$ cat src/rtl/imm_gen_pipe_if.sv
// rtl/imm_gen_pipe_if.sv - handshake bundle for the pipelined immediate generator
//
// Purpose: groups the upstream instruction stream, the downstream immediate
// stream and the error counter into one bundle.
//   upstream   : inValid/inReady, instr, extOp, inTag
//   downstream : outValid/outReady, imm, outTag, illegal
//   status     : errCount
// Modports: slave = the generator itself, master = the surrounding pipeline.

interface imm_gen_pipe_if #(
   parameter int XLEN  = 32,
   parameter int TAG_W = 5
);
   logic             inValid;
   logic             inReady;
   logic [31:0]      instr;
   logic [2:0]       extOp;
   logic [TAG_W-1:0] inTag;
   logic             outValid;
   logic             outReady;
   logic [XLEN-1:0]  imm;
   logic [TAG_W-1:0] outTag;
   logic             illegal;
   logic [7:0]       errCount;

   modport slave (
      input  inValid, instr, extOp, inTag, outReady,
      output inReady, outValid, imm, outTag, illegal, errCount
   );

   modport master (
      output inValid, instr, extOp, inTag, outReady,
      input  inReady, outValid, imm, outTag, illegal, errCount
   );
endinterface

$ cat src/rtl/imm_gen_pipe.sv
// rtl/imm_gen_pipe.sv - pipelined immediate generator with 2-entry skid buffer
//
// Purpose: decodes the immediate of an instruction word for the selected
// format (I/U/S/B/J/Z), registers it with its tag and an illegal-format flag,
// and presents it downstream one cycle after acceptance. A main output register
// plus one skid register absorb back-pressure; inReady is registered.
// Ports:
//   clk  - clock, rising edge
//   rst  - synchronous active-high reset
//   bus  - imm_gen_pipe_if.slave (in/out handshakes, imm, tag, illegal, errCount)

module imm_gen_pipe #(
   parameter int XLEN    = 32,
   parameter int TAG_W   = 5,
   parameter int ZIMM_EN = 1
) (
   input  logic               clk,
   input  logic               rst,
   imm_gen_pipe_if.slave      bus
);

   typedef enum logic [1:0] {EMPTY, ONE, TWO} occ_t;

   occ_t             state, state_next;
   logic             in_ready_q;
   logic [XLEN-1:0]  main_imm, skid_imm;
   logic [TAG_W-1:0] main_tag, skid_tag;
   logic             main_ill, skid_ill;
   logic [7:0]       err_cnt;

   logic             accept, xfer;
   logic             load_main_new, load_main_skid, load_skid;
   logic [31:0]      imm32;
   logic [XLEN-1:0]  imm_calc;
   logic             ill_calc;

   // Immediate decode. Every format is first built as a 32-bit value; Z has
   // bit 31 clear, so a single sign extension to XLEN serves all formats.
   always_comb begin
      imm32    = '0;
      ill_calc = 1'b0;
      case (bus.extOp)
         3'd0: imm32 = {{20{bus.instr[31]}}, bus.instr[31:20]};
         3'd1: imm32 = {bus.instr[31:12], 12'b0};
         3'd2: imm32 = {{20{bus.instr[31]}}, bus.instr[31:25], bus.instr[11:7]};
         3'd3: imm32 = {{19{bus.instr[31]}}, bus.instr[31], bus.instr[7],
                        bus.instr[30:25], bus.instr[11:8], 1'b0};
         3'd4: imm32 = {{11{bus.instr[31]}}, bus.instr[31], bus.instr[19:12],
                        bus.instr[20], bus.instr[30:21], 1'b0};
         3'd5: begin
            if (ZIMM_EN != 0) imm32 = {27'b0, bus.instr[19:15]};
            else              ill_calc = 1'b1;
         end
         default: ill_calc = 1'b1;
      endcase
      imm_calc = XLEN'(signed'(imm32));
   end

   assign accept = bus.inValid & in_ready_q;
   assign xfer   = (state != EMPTY) & bus.outReady;

   // Occupancy FSM; in TWO inReady is low, so accept cannot occur there.
   always_comb begin
      state_next     = state;
      load_main_new  = 1'b0;
      load_main_skid = 1'b0;
      load_skid      = 1'b0;
      case (state)
         EMPTY: begin
            if (accept) begin
               state_next    = ONE;
               load_main_new = 1'b1;
            end
         end
         ONE: begin
            if (accept && !xfer) begin
               state_next = TWO;
               load_skid  = 1'b1;
            end else if (accept && xfer) begin
               load_main_new = 1'b1;
            end else if (xfer) begin
               state_next = EMPTY;
            end
         end
         TWO: begin
            if (xfer) begin
               state_next     = ONE;
               load_main_skid = 1'b1;
            end
         end
         default: state_next = EMPTY;
      endcase
   end

   always_ff @(posedge clk) begin
      if (rst) begin
         state      <= EMPTY;
         in_ready_q <= 1'b1;
      end else begin
         state      <= state_next;
         in_ready_q <= (state_next != TWO);
      end
   end

   always_ff @(posedge clk) begin
      if (rst) begin
         main_imm <= '0;
         main_tag <= '0;
         main_ill <= 1'b0;
         skid_imm <= '0;
         skid_tag <= '0;
         skid_ill <= 1'b0;
         err_cnt  <= '0;
      end else begin
         if (load_main_new) begin
            main_imm <= imm_calc;
            main_tag <= bus.inTag;
            main_ill <= ill_calc;
         end else if (load_main_skid) begin
            main_imm <= skid_imm;
            main_tag <= skid_tag;
            main_ill <= skid_ill;
         end
         if (load_skid) begin
            skid_imm <= imm_calc;
            skid_tag <= bus.inTag;
            skid_ill <= ill_calc;
         end
         if (accept && ill_calc && (err_cnt != 8'hFF))
            err_cnt <= err_cnt + 8'd1;
      end
   end

   assign bus.inReady  = in_ready_q;
   assign bus.outValid = (state != EMPTY);
   assign bus.imm      = main_imm;
   assign bus.outTag   = main_tag;
   assign bus.illegal  = main_ill;
   assign bus.errCount = err_cnt;

endmodule

$ cat src/flat_wrapper.sv
// flat-port wrapper written by rule: the top's interface ports become plain ports
module imm_gen_pipe_flat 
#(
   parameter int XLEN    = 32,
   parameter int TAG_W   = 5,
   parameter int ZIMM_EN = 1
)
  (clk, rst, bus_inValid, bus_instr, bus_extOp, bus_inTag, bus_outReady, bus_inReady, bus_outValid, bus_imm, bus_outTag, bus_illegal, bus_errCount);
  imm_gen_pipe_if #(.XLEN(XLEN), .TAG_W(TAG_W)) bus_i ();
  input  logic clk;
  input  logic rst;
  input wire logic [$bits(bus_i.inValid)-1:0] bus_inValid;
  input wire logic [$bits(bus_i.instr)-1:0] bus_instr;
  input wire logic [$bits(bus_i.extOp)-1:0] bus_extOp;
  input wire logic [$bits(bus_i.inTag)-1:0] bus_inTag;
  input wire logic [$bits(bus_i.outReady)-1:0] bus_outReady;
  output wire logic [$bits(bus_i.inReady)-1:0] bus_inReady;
  output wire logic [$bits(bus_i.outValid)-1:0] bus_outValid;
  output wire logic [$bits(bus_i.imm)-1:0] bus_imm;
  output wire logic [$bits(bus_i.outTag)-1:0] bus_outTag;
  output wire logic [$bits(bus_i.illegal)-1:0] bus_illegal;
  output wire logic [$bits(bus_i.errCount)-1:0] bus_errCount;
  assign bus_i.inValid = bus_inValid;
  assign bus_i.instr = bus_instr;
  assign bus_i.extOp = bus_extOp;
  assign bus_i.inTag = bus_inTag;
  assign bus_i.outReady = bus_outReady;
  assign bus_inReady = bus_i.inReady;
  assign bus_outValid = bus_i.outValid;
  assign bus_imm = bus_i.imm;
  assign bus_outTag = bus_i.outTag;
  assign bus_illegal = bus_i.illegal;
  assign bus_errCount = bus_i.errCount;
  imm_gen_pipe #(.XLEN(XLEN), .TAG_W(TAG_W), .ZIMM_EN(ZIMM_EN)) u_core (.clk(clk), .rst(rst), .bus(bus_i));
endmodule
$ cat config.mk
export PLATFORM = sky130hd
export DESIGN_NAME = imm_gen_pipe_flat
export DESIGN_NICKNAME = d
export VERILOG_FILES = /design/src/rtl/imm_gen_pipe_if.sv /design/src/rtl/imm_gen_pipe.sv /design/src/flat_wrapper.sv
export SDC_FILE = /design/constraint.sdc
export NUM_CORES = 1
export LEC_CHECK = 0
export ABC_CLOCK_PERIOD_IN_PS = 1900
export CAP_MARGIN = 20
export CORE_UTILIZATION = 40
export DETAILED_ROUTE_END_ITERATION = 16
export PLACE_DENSITY_LB_ADDON = 0.05
export SYNTH_ARGS = -nofsm -noshare
export SYNTH_HDL_FRONTEND = slang
export SYNTH_SLANG_ARGS = --single-unit
$ cat constraint.sdc
create_clock -name clk -period 1.9 [get_ports clk]
set_clock_uncertainty 0.1 [all_clocks]
set_input_delay 0.19 -clock clk [delete_from_list [all_inputs] [get_ports clk]]
set_output_delay 0.19 -clock clk [all_outputs]
set_load 0.01 [all_outputs]
==> results of run 1 <==
cells in the mapped netlist (2+ instances only):
master	count	area (µm²)
dfxtp_1	87	1740
nand2_1	86	323
nor2_1	55	206
a21oi_1	45	225
a211oi_1	31	233
buf_2	20	100
nor3_1	20	100
a311oi_1	16	140
clkbuf_1	14	52.6
nand2b_1	13	81.3
nand3_1	12	60.1
a211oi_2	9	113
a221oi_1	9	78.8
buf_4	9	67.6
a311oi_2	7	105
and4b_1	5	50.1
buf_6	4	45.0
inv_1	4	15.0
nand4_1	4	25.0
a221o_1	3	30.0
mux2i_1	3	30.0
o21ai_1	3	15.0
a31oi_1	2	12.5
and2_1	2	12.5
and3_1	2	12.5
nand3b_1	2	15.0
nand4b_1	2	17.5
or2_2	2	12.5
worst paths after layout:
path | end | slack [ps] | cells past startpoint
worst max-delay path | bus_outValid | 80 | 2
worst max register to register | u_core.bus.errCount[1] | 220 | 5
worst min-delay path | u_core.bus.errCount[0] | 210 | 2
worst min register to register | u_core.skid_imm[8] | 360 | 2
registers in the layout, summed over array words and instances, names as in the netlist:
name,flops
u_core.bus.imm,32
u_core.skid_imm,32
u_core.bus.errCount,8
u_core.bus.outTag,5
u_core.skid_tag,5
u_core.state,2
u_core.bus.illegal,1
u_core.bus.inReady,1
u_core.skid_ill,1
logic make-up (layout without fill, tap and decap cells):
logic type | after synthesis | count (layout) | synth area share (%)
compound gates | 133 | 133 | 25.0
mux | 4 | 4 | 1.06
buf+inv | 51 | 135 | 6.81
fa+ha+maj | 1 | 1 | 0.304
flops | 87 | 87 | 42.3
simple gates | 214 | 214 | 24.3
xor+xnor | 1 | 1 | 0.213
per-stage QoR:
stage	hold WS, ps	cell area [µm²]
CTS	197	5420
global route	261	5420
global placement	343	5220
finish	212	5420
detailed placement	350	5220
floorplan	180	4120
layer usage:
layer	vias to the layer above	routed length (µm)
met4	0	106
met2	102	5220
met3	8	610
li1	1923	-
met5	-	0
met1	1820	5340
critical path: stages, from the launching register on:
cell and delay, ps:
dfxtp_1 390, or2_2 310, clkdlybuf4s50_1 480
final cells by class:
type                       instances  area, µm²  share of cell area [%]
multi-input combinational        353       2110                    38.9
clock buffer                      10        128                    2.36
clock inverter                     6       67.6                    1.25
inverter                           4       15.0                   0.277
timing repair buffer             115       1190                    22.0
tap                              133        166                    3.07
sequential                        87       1740                    32.1
power by group:
part	internal [W]	switching, W	leakage, nW	total, W
clock	0.000617	0.000709	0.0933	0.00133
combinational	0.000416	0.000408	1.05	0.000824
sequential	0.00193	0.0000579	0.712	0.00199
==> impl_metrics.ini, run 1 <==
[sta]
hold_violations = 0
final.setup.tns_ps = 0
fin_ws_ps = 80.6
slew_headroom_pct = 62.1
timing.final.crit_period_ps = 1820
finalSetupViolations = 0
min_period_over_period_pct = 95.8
rsz0062_at_grt = no
worstMarginPinSlew_ps = 568
maxSlewViolCount = 0
fmax_ghz = 0.550

[layout]
final_cell_mix = dfxtp_1 (87), nand2_1 (86), clkdlybuf4s50_1 (83)
num-fill-cells = 930
layout_commonest_cell = dfxtp_1
num_antenna_cells = 0
post-route-util_pct = 54.9
nNetsFinal = 615
drive_gt1_share_pct = 12.9
final_cells = 708
areaGrowthSynthToFinish_pct = 31.6

[run]
maxCapViolCount = 0

[grt]
grt_pass1_wl_um = 18000
antenna_found_initial = 0
grt.overflow.total = 0
met1_usage_pct = 31.0
top_usage_layer = met2
grt_usage_pct = 22.0
grt_util_met3_pct = 4.44
first_global_vias = 3581
grtUsageMet2_pct = 34.4
grt_max_degree = 48

[setup_path]
r2r_start = u_core.bus.errCount[0]
worstSetupEndpointType = output pin
crit_required_ps = 1610
critPathLaunchType = flop
critPathLaunch = u_core.state[1]
cp.arrival_ps = 1530
critPathKind = flop to output pin
critical_path.max_fanout = 7

[yosys]
ys_warn_count = 0
syn-instance-count = 491
synth_edf_count = 0
synthDistinctLibCells = 48
synth_nets = 536
synth_seq_area_share_pct = 42.3
synthFlopType = dfxtp_1
ys_async_sr_fraction_pct = 0
synth_area_mm2 = 0.00412
synth_seq_cells = 87
syn_avg_cell_area_um2 = 8.38

[clock_network]
clk_latency_ps = 350
cts_hold_buffers = 0
cts_resized = 0
postCtsSetupBuffers = 0
clockBufferDepth = 2
clock-root-buffer = clkbuf_8
clk_pin_slew_ps = 90
clock_sinks = 87
cts_tree = yes
numCtsBuffers = 9
h-tree-depth = 3

[placed_design]
dp_hpwl_um = 7310
dp_cells = 692
io_buffers = 84
place_ws_ps = -110
gp_routability_congestion = 0.739

[routing]
ant_nets = 0
drt_iter0_drc = 193
wire_per_inst_um = 15.9
post-route-drc-count = 0
via_count = 3853
routed_wl_um = 11300
vias_per_cell = 5.44
dr.pass1.iters = 4

[power]
power_leakage_nw = 1.86
finalPower_w = 0.00414
vdd_drop_max_mv = 0.531
power.density_mw_per_mm2 = 764

[floorplanning]
initial_core_util_pct = 41.7
die_area_mm2 = 0.0107
num_rows = 36
core_mm2 = 0.00986
die_x_um = 103
fp.dieH_um = 103
ios = 92

[min_path]
hp-start = rst
worstHoldPathType = input pin to flop

[status]
status = finished clean
Power figures use the tool's default switching activity.
==> run 2, diff against run 1 <==
--- a/config.mk
+++ b/config.mk
@@ -7,9 +7,12 @@
 export LEC_CHECK = 0
 export ABC_CLOCK_PERIOD_IN_PS = 1900
 export CAP_MARGIN = 20
+export CORE_MARGIN = 1.5
 export CORE_UTILIZATION = 40
 export DETAILED_ROUTE_END_ITERATION = 16
+export MAX_ROUTING_LAYER = met4
 export PLACE_DENSITY_LB_ADDON = 0.05
+export SKIP_LAST_GASP = 1
 export SYNTH_ARGS = -nofsm -noshare
 export SYNTH_HDL_FRONTEND = slang
 export SYNTH_SLANG_ARGS = --single-unit
==> impl_metrics.ini, run 2 (synthesis gave the netlist of run 1 again) <==
[setup_path]
critPathKind = flop to output pin
r2r_end = u_core.bus.errCount[1]
reg2reg_slack_ps = 260
cp.arrival_ps = 1510
path_cells = or2_2 > clkdlybuf4s50_1
max_stage_delay_ps = 480
crit_required_ps = 1610
critPathLaunchType = flop
r2r_cells = 5
worstSetupEndpointType = output pin
critical_path.max_fanout = 7
crit_path_top_delay_cell = clkdlybuf4s50_1
cp_top_family = buffers and inverters
path_buf_inv = 1
r2r_start = u_core.bus.errCount[0]

[routing]
top_layer_used = met4
drt_iter0_drc = 212
post-route-drc-count = 0
via_count = 3850
wire_per_inst_um = 15.8
vias_per_cell = 5.44
wl_met3_um = 403
ant_nets = 0
met1_length_um = 5470
wl_met2_um = 5110
dr.pass1.iters = 4
routed_wl_um = 11200

[sta]
fin_ws_ps = 98.1
maxSlewViolCount = 0
worstMarginPinSlew_ps = 623
fmax_ghz = 0.555
hold_violations = 0
finalSetupViolations = 0
slew_headroom_pct = 58.5
timing.final.crit_period_ps = 1800
rsz0062_at_grt = no
min_period_over_period_pct = 94.8

[clock_network]
clock_sinks = 87
cts_tree = yes
cts_hold_buffers = 0
postCtsSetupBuffers = 0
clk_latency_ps = 350
h-tree-depth = 3
clock-root-buffer = clkbuf_8
clockBufferDepth = 2
cts_resized = 0
numCtsBuffers = 9
clk_pin_slew_ps = 80

[layout]
post-route-util_pct = 55.7
layout_commonest_cell = dfxtp_1
areaGrowthSynthToFinish_pct = 33.4
finalInstanceArea_mm2 = 0.00549
nNetsFinal = 615
num_antenna_cells = 0
drive_gt1_share_pct = 13.0
final_cell_mix = dfxtp_1 (87), nand2_1 (86), clkdlybuf4s50_1 (83)

[min_path]
worstHoldPathType = input pin to flop
min_to = u_core.state[0]
hp-start = rst
holdPathStages = 2

[placed_design]
dp_hpwl_um = 7400
place_ws_ps = -69.0
gp_routability_congestion = 0.793
io_buffers = 84
placed_area_mm2 = 0.00525

[power]
pwr-share-seq_pct = 45.4
power_leakage_nw = 1.89
power.density_mw_per_mm2 = 799
combinationalPowerShare_pct = 18.8
vdd_drop_max_mv = 0.333
p_int_w = 0.00323
switching_share_pct = 26.3
p_switching_w = 0.00116
clkPwrFrac_pct = 35.7

[grt]
antenna_found_initial = 0
grt_usage_pct = 21.5
grt_max_degree = 39
grt_pass1_wl_um = 18300
first_global_vias = 3659
grt.overflow.total = 0

[floorplanning]
die_x_um = 104
ios = 92
fp.dieH_um = 104
core_mm2 = 0.00986
num_rows = 36
initial_core_util_pct = 41.7
die_area_mm2 = 0.0109

[status]
status = finished clean

[run]
maxCapViolCount = 0
## run 2: worst max path at each step
stage / start / end / slack (ps) / depth (start not counted)
finish: u_core.state[1] / bus_outValid / 100 / 2
global route: u_core.state[1] / bus_outValid / 30 / 2
detailed placement: bus_extOp[0] / u_core.bus.imm[11] / -70 / 6
floorplan: u_core.bus.errCount[0] / u_core.bus.errCount[1] / 410 / 5
CTS: u_core.state[1] / bus_outValid / 60 / 2
global placement: bus_extOp[0] / u_core.bus.imm[11] / -20 / 6
## run 2: power groups by stage
stage	clock network [W]	registers [W]	logic [W]
floorplan	0	0.00206	0.000401
global placement	0	0.00203	0.000822
detailed placement	0	0.00203	0.000827
CTS	0.00162	0.00199	0.000832
global route	0.00169	0.00201	0.000900
finish	0.00157	0.00199	0.000826
## run 2: per-stage QoR
| stage | power, W | instances | hold WS, ps | setup TNS, ps |
|---|---|---|---|---|
| finish | 0.00439 | 708 | 240 | 0 |
| global route | 0.00460 | 708 | 251 | 0 |
| CTS | 0.00445 | 708 | 214 | 0 |
| detailed placement | 0.00286 | 692 | 352 | -205 |
| global placement | 0.00285 | 692 | 343 | -72.0 |
| floorplan | 0.00246 | 491 | 180 | 0 |
## run 2: routing by layer
| metal | global-route usage [%] | up-vias |
|---|---|---|
| met5 | - | - |
| met4 | 8.23 | 0 |
| met3 | 3.57 | 15 |
| met2 | 32.3 | 91 |
| met1 | 28.8 | 1821 |
| li1 | - | 1923 |
## run 2: cell type report
cell class | instances | area (µm²)
Fill cell | 906 | 4370
Multi-Input combinational cell | 353 | 2110
Sequential cell | 87 | 1740
Timing Repair Buffer | 115 | 1220
Tap cell | 133 | 166
Clock buffer | 9 | 124
Clock inverter | 7 | 120
Inverter | 4 | 15.0
